**config.mk**
```make
export PLATFORM = sky130hd
export DESIGN_NAME = apu_reg_writer
export DESIGN_NICKNAME = d
export VERILOG_FILES = /design/src/rtl/apu_reg_writer.sv
export SDC_FILE = /design/constraint.sdc
export NUM_CORES = 1
export LEC_CHECK = 0
export ABC_AREA = 1
export BUFFER_PORTS_ARGS = -buffer_cell sky130_fd_sc_hd__buf_2
export CAP_MARGIN = 20
export CORE_MARGIN = 5
export CORE_UTILIZATION = 33
export DETAILED_ROUTE_END_ITERATION = 10
export SYNTH_ARGS = -nofsm -noshare
export SYNTH_HDL_FRONTEND = slang
export SYNTH_SLANG_ARGS = --single-unit
export TNS_END_PERCENT = 20
```
**constraint.sdc**
```tcl
create_clock -name clk -period 1.25 [get_ports clk]
set_input_delay 0.25 -clock clk [delete_from_list [all_inputs] [get_ports clk]]
set_output_delay 0.25 -clock clk [all_outputs]
set_load 0.005 [all_outputs]
```
**src/rtl/apu_reg_writer.sv**
```systemverilog
// apu_reg_writer: register-write front end for the APU triangle channel.
// Parses an (address, data) byte stream, holds $4008/$400A/$400B, pulses
// reg_event after each $400B write and generates the quarter-frame tick,
// whose phase is reset by any $4017 data write.
// Build option: define APU_RESYNC_TIMEOUT_EN to abandon a pending write
// when the data byte does not arrive within TIMEOUT_CYCLES clocks.
module apu_reg_writer #(
   parameter int CLK_DIV        = 7457,
   parameter int TIMEOUT_CYCLES = 4096
) (
   input  logic       clk,
   input  logic       rst,
   input  logic [7:0] rx_data,
   input  logic       rx_valid,
   output logic [7:0] reg_4008,
   output logic [7:0] reg_400A,
   output logic [7:0] reg_400B,
   output logic       reg_event,
   output logic       enable_240hz,
   output logic       frame_error
);

   localparam logic [15:0] DIV_LAST = 16'(CLK_DIV - 1);
   localparam logic [4:0]  OFF_4008 = 5'h08;
   localparam logic [4:0]  OFF_400A = 5'h0A;
   localparam logic [4:0]  OFF_400B = 5'h0B;
   localparam logic [4:0]  OFF_4017 = 5'h17;

   typedef enum logic {IDLE = 1'b0, DATA = 1'b1} state_t;

   state_t      state_r;
   state_t      state_s;
   logic [4:0]  offset_r;
   logic [4:0]  offset_s;
   logic        addr_ok_s;
   logic        wr_s;
   logic        err_s;
   logic        load_s;
   logic        expire_s;
   logic        phase_rst_s;
   logic [7:0]  reg_4008_r;
   logic [7:0]  reg_400A_r;
   logic [7:0]  reg_400B_r;
   logic        reg_event_r;
   logic        frame_error_r;
   logic        tick_r;
   logic [15:0] div_cnt_r;

   // Address bytes carry bit 7 set and an offset no higher than $17.
   assign addr_ok_s   = rx_data[7] && (rx_data[6:0] <= 7'h17);
   assign phase_rst_s = wr_s && (offset_r == OFF_4017);

`ifdef APU_RESYNC_TIMEOUT_EN
   localparam logic [15:0] TMO_INIT = 16'(TIMEOUT_CYCLES);
   logic [15:0] tmo_cnt_r;

   // Expiry is the DATA cycle whose decrement would reach zero; a byte in
   // that same cycle still wins and is taken as data.
   assign expire_s = (state_r == DATA) && !rx_valid && (tmo_cnt_r == 16'd1);

   // Timeout counter: loaded on an accepted address, counts silent DATA cycles.
   always_ff @(posedge clk) begin
      if (rst) begin
         tmo_cnt_r <= 16'd0;
      end else if (load_s) begin
         tmo_cnt_r <= TMO_INIT;
      end else if ((state_r == DATA) && !rx_valid && (tmo_cnt_r != 16'd0)) begin
         tmo_cnt_r <= tmo_cnt_r - 16'd1;
      end else begin
         tmo_cnt_r <= tmo_cnt_r;
      end
   end
`else
   // Without the timeout build option DATA waits indefinitely.
   logic unused_tmo_s;
   assign unused_tmo_s = (TIMEOUT_CYCLES != 0);
   assign expire_s     = 1'b0;
`endif

   // Next-state and write/error decode for the address/data parser.
   always_comb begin
      state_s  = state_r;
      offset_s = offset_r;
      wr_s     = 1'b0;
      err_s    = 1'b0;
      load_s   = 1'b0;
      case (state_r)
         IDLE: begin
            if (rx_valid) begin
               if (addr_ok_s) begin
                  offset_s = rx_data[4:0];
                  load_s   = 1'b1;
                  state_s  = DATA;
               end else begin
                  err_s   = 1'b1;
                  state_s = IDLE;
               end
            end else begin
               state_s = IDLE;
            end
         end
         DATA: begin
            if (rx_valid) begin
               wr_s    = 1'b1;
               state_s = IDLE;
            end else if (expire_s) begin
               err_s   = 1'b1;
               state_s = IDLE;
            end else begin
               state_s = DATA;
            end
         end
         default: begin
            state_s = IDLE;
         end
      endcase
   end

   // Parser state and latched register offset.
   always_ff @(posedge clk) begin
      if (rst) begin
         state_r  <= IDLE;
         offset_r <= 5'd0;
      end else begin
         state_r  <= state_s;
         offset_r <= offset_s;
      end
   end

   // Triangle registers and the event/error strobes, all registered.
   always_ff @(posedge clk) begin
      if (rst) begin
         reg_4008_r    <= 8'h00;
         reg_400A_r    <= 8'h00;
         reg_400B_r    <= 8'h00;
         reg_event_r   <= 1'b0;
         frame_error_r <= 1'b0;
      end else begin
         reg_event_r   <= wr_s && (offset_r == OFF_400B);
         frame_error_r <= err_s;
         if (wr_s && (offset_r == OFF_4008)) begin
            reg_4008_r <= rx_data;
         end
         if (wr_s && (offset_r == OFF_400A)) begin
            reg_400A_r <= rx_data;
         end
         if (wr_s && (offset_r == OFF_400B)) begin
            reg_400B_r <= rx_data;
         end
      end
   end

   // Quarter-frame divider; a $4017 write restarts the phase and suppresses
   // a tick that would otherwise fall on the same edge.
   always_ff @(posedge clk) begin
      if (rst) begin
         div_cnt_r <= 16'd0;
         tick_r    <= 1'b0;
      end else if (phase_rst_s) begin
         div_cnt_r <= 16'd0;
         tick_r    <= 1'b0;
      end else if (div_cnt_r == DIV_LAST) begin
         div_cnt_r <= 16'd0;
         tick_r    <= 1'b1;
      end else begin
         div_cnt_r <= div_cnt_r + 16'd1;
         tick_r    <= 1'b0;
      end
   end

   assign reg_4008     = reg_4008_r;
   assign reg_400A     = reg_400A_r;
   assign reg_400B     = reg_400B_r;
   assign reg_event    = reg_event_r;
   assign enable_240hz = tick_r;
   assign frame_error  = frame_error_r;

endmodule

```
[After elaboration in Yosys (flattened, before gate mapping)]
Index checks and enable logic that the tools add are counted.
Storage, ports and cells
  input port bits: 11
  logic and storage cells: 35
  flip-flop bits (word level): 49
  output and inout port bits: 27
Cells by class
  equality and inequality tests: 5
  add/sub/neg operators: 1
  reductions and logical operators: 8
  bitwise logic cells: 1
  multiplexer cells: 10
  $lt $le $gt $ge: 1
Operator list (number)
  adder 16 x 1 -> 16 bit (second input constant): 1
  equality test 16 x 13 -> 1 bit (second input constant): 1
  equality test 5 x 4 -> 1 bit (second input constant): 3
  2-to-1 mux 1 bit: 8
  <= comparator 7 x 5 -> 1 bit (second input constant): 1
  equality test 5 bit (second input constant): 1
  logical AND 1 bit: 5
  one-hot mux 1 bit (2 select lines): 2
  AND reduction 3 bit: 1
  OR reduction 3 bit: 1
  OR reduction 2 bit: 1
  inverter 1 bit: 1

[Logic depth before layout (Yosys ltp)]
  word-level depth: 5
  mapped depth: 9
  depth with buffers taken out: 8

[Worst setup path before layout]
No wires, ideal clock.
  path type: register to register
  start: register offset_r[4]
  end: register reg_4008_r[0] (netlist: reg_4008[0])
  clock period less this slack: 1.238 ns
  data arrival time: 1.106 ns
  data required time: 1.118 ns
  slack: 0.012 ns
  path buffers: 1
  library setup time: 0.132 ns
  cell stages (with the launch flop): 6
  cell sequence: dfxtp_1 -> clkbuf_2 -> nor3_2 -> nand2_1 -> nand2_1 -> a21oi_1
On the way
  word-level cells in the longest chain between the ends: 2
RTL lines
  start, declared: RTL line 33  | logic [4:0] offset_r;
  start signal, assigned: RTL line 126  | offset_r <= offset_s;
  equality test 5 x 4 -> 1 bit: RTL line 141  | if (wr_s && (offset_r == OFF_4008)) begin
  logical AND 1 bit: RTL line 141
  end signal, assigned: RTL line 142  | reg_4008_r <= rx_data;
  end, declared: RTL line 41  | logic [7:0] reg_4008_r;
Every way passes these cells.
A chain may end at the register's enable or synchronous reset.

[Worst setup path in the final report]
  start: register offset_r[3]
  end: register reg_400A_r[6] (netlist: reg_400A[6])
On the way
  word-level cells in the longest chain between the ends: 2
RTL lines
  equality test 5 x 4 -> 1 bit: RTL line 144  | if (wr_s && (offset_r == OFF_400A)) begin
  logical AND 1 bit: RTL line 144
  end signal, assigned: RTL line 145  | reg_400A_r <= rx_data;
  end, declared: RTL line 42  | logic [7:0] reg_400A_r;
Every way passes these cells.

==> results.toml <==
[global_route]
grt_pass1_wl_um = 8770
grt.overflow.total = 0
track_usage = 0.126
grt_start_max_net_pins = 27
antenna_found_initial = 0
grt_pass1_vias = 1994

[setup_path]
worstSetupEndpointType = "flip-flop"
ff2ff_setup_slack_ns = 0.02
worst_ep_arrival_time_ns = 1.48
cp_data_required_time_ns = 1.50
critPathKind = "reg -> reg"
slowest_stage = "dfxtp_2"
crit_chain = "inv_2 > or2_4 > nor2_4 > buf_6 > nand3_1 > a21oi_1"
worstPathMaxFanout = 9
start_kind = "flip-flop"
cp_slowest_stage_delay_ns = 0.36

[timing]
finalCriticalPeriod_ns = 1.23
worst_clock_skew_ns = 0.0129
slew_viol_final = 0
max_freq_mhz = 812
tightest_slew_ns = 0.371
fin_crit_sh = 0.985
rsz0062_at_grt = "true"
fin_hold_ws_ns = 0.227
worst_slack_ns = 0.0187
setup_viol = 0
max-slew-margin-rel = 0.752
hold_viol = 0

[layout]
drive_gt1_frac = 0.307
instances_no_fill = 426
area_delta_synth_final_pct = 28.9
fin_nets = 361
fin_area_um2 = 2730
diodes = 0

[synthesis]
yosys.area.top_type_share = 0.463
yosysMostFrequentCell = "nand2_1"
synth_common_cells = "nand2_1, dfxtp_1, nor2_1"
synthesis.area_um2 = 2120
yosys_warnings = 0
ys_async_sr_fraction = 0
synth.net_count = 303
synth-seq-cells = 49
synth-xor-area-share = 0.0248
synth_cells = 290
synthAdderAreaFrac = 0.0118
yosys-top-cells-area = "dfxtp_1, nand2_1, nand3_1"
avgSynthCellArea_um2 = 7.30
synth_edf_count = 0
synth.distinct_cells = 24
synth_compound_area_frac = 0.0910
synth_top_family_by_area = "simple AND/OR/NAND/NOR gates"
synth_area_leader_cell = "dfxtp_1"
seq_area_frac_synth = 0.463
synth-simple-area-share = 0.343
ys.flop_type = "dfxtp_1"
muxShareOfSynthArea = 0

[placed_design]
place_hpwl_um = 3870
port_buffers = 37
place_congestion = 0.839
placed_cell_area_um2 = 2500
pre_cts_ws_ns = -0.0889
dp_cells = 416

[routing]
dr_total_vias = 2026
drt_iter0_drc = 41
first_pass_iters = 4
drt-total-wl_um = 5240
vias_per_cell = 4.76
ant_nets = 0
wl_per_cell_um = 12.3
drc = 0

[clock_tree]
cts_made_buffers = 5
cts.clk_slew.worst_paths_ns = 0.11
cts_hold_buf = 0
clockBufferDepth = 2
insertion_delay_ns = 0.31
clock_sinks = 49
htreeDepth = 2
cts_tree = "done"
cts_root_buf = "clkbuf_8"

[pwr]
totalPowerFinal_mw = 2.81
p_int_mw = 2.08
switching_power_mw = 0.732
ir_worst_vdd_mv = 0.503
swShare = 0.261
p_clk_frac = 0.363
power.share.sequential = 0.568
p_leak_nw = 1.10
power_frac_comb = 0.069
powerDensity_nw_per_um2 = 1030

[job]
drv_cap = 0

[outcome]
status = "finished clean"

[min_path]
hold_class = "in -> reg"

[die]
ios = 38
dieHeight_um = 90.1
dieWidth_um = 90.1
start_util = 0.336
rows = 29
core_region_area_um2 = 6310
die_area_um2 = 8120
## cell usage in the layout (no fill, tap or decap), types with 2 or more instances in the layout
cell type / instances
nand3_2: 3
buf_4: 17
nand3_1: 31
nand2_2: 9
nor2_4: 4
inv_1: 24
nor2_1: 35
o21ai_0: 5
a21oi_1: 30
nor2_2: 8
buf_6: 2
buf_2: 37
dfxtp_1: 42
xor2_1: 4
nand4_1: 4
nand2_1: 62
clkbuf_8: 5
dfxtp_2: 6
inv_2: 3
xnor2_1: 2
## power by group through the flow
| stage | sequential, mW | clock, mW | combinational [mW] |
|---|---|---|---|
| 6_report | 1.60 | 1.02 | 0.193 |
| 5_1_grt | 1.60 | 1.10 | 0.219 |
| 4_1_cts | 1.59 | 1.06 | 0.166 |
| 3_5_place_dp | 1.63 | 0 | 0.165 |
| 3_3_place_gp | 1.63 | 0 | 0.165 |
| 2_1_floorplan | 1.62 | 0 | 0.0902 |
## through the flow
step | util | setup TNS, ns
2_1_floorplan | - | 0
3_3_place_gp | 0.395 | -0.0778
3_5_place_dp | 0.395 | -0.513
4_1_cts | 0.415 | -0.0209
5_1_grt | 0.433 | -0.881
6_report | 0.433 | 0
## timing repair
item,CTS,global route
pin swaps,8,6
buffers inserted,0,1
setup endpoints to repair,20,42
resized for setup,8,32
gates cloned,0,1
## path summary, 6_finish.rpt
kind | endpoint | startpoint | cells after the start
max reg2reg | reg_400A[6]$_SDFFE_PP0P_ | offset_r[3]$_SDFFE_PP0P_ | 6
max | reg_400A[6]$_SDFFE_PP0P_ | offset_r[3]$_SDFFE_PP0P_ | 6
min | state_r$_SDFF_PP0_ | rx_valid | 4
min reg2reg | reg_400B[4]$_SDFFE_PP0P_ | reg_400B[4]$_SDFFE_PP0P_ | 2
## worst max-delay path: cells and delay by family (launching register included)
kind,cells,cell delay (ns)
compound gates,1,0.14
flops,1,0.36
buf+inv,2,0.20
simple gates,3,0.47
## registers in the layout (all words and copies together), names as in the netlist
register	flops
div_cnt_r	16
reg_4008	8
reg_400A	8
reg_400B	8
offset_r	5
enable_240hz	1
frame_error	1
reg_event	1
state_r	1
## cells by family (layout without fill, tap and decap cells)
logic type	count (synthesis)	count (layout)
xor+xnor	6	6
compound gates	38	38
buf+inv	33	91
simple gates	162	163
flops	49	49
fa+ha+maj	2	2
## cell type report
class | instances | area [um2]
clock buffer | 5 | 68.8
clock inverter | 3 | 28.8
fill | 656 | 3580
inverter | 27 | 101
multi-input combinational | 209 | 1110
sequential | 49 | 992
tap | 77 | 96.3
timing repair buffer | 56 | 335
## routing by layer
metal / part of all wire / global-route usage / wire length [um] / vias up
met4: 0.020 / 0.0360 / 105 / 0
met1: 0.47 / 0.164 / 2470 / 922
li1: - / - / - / 1045
met5: 0 / 0 / 0 / -
met2: 0.45 / 0.204 / 2380 / 50
met3: 0.054 / 0.0351 / 284 / 9
(Power assumes the default switching activity.)
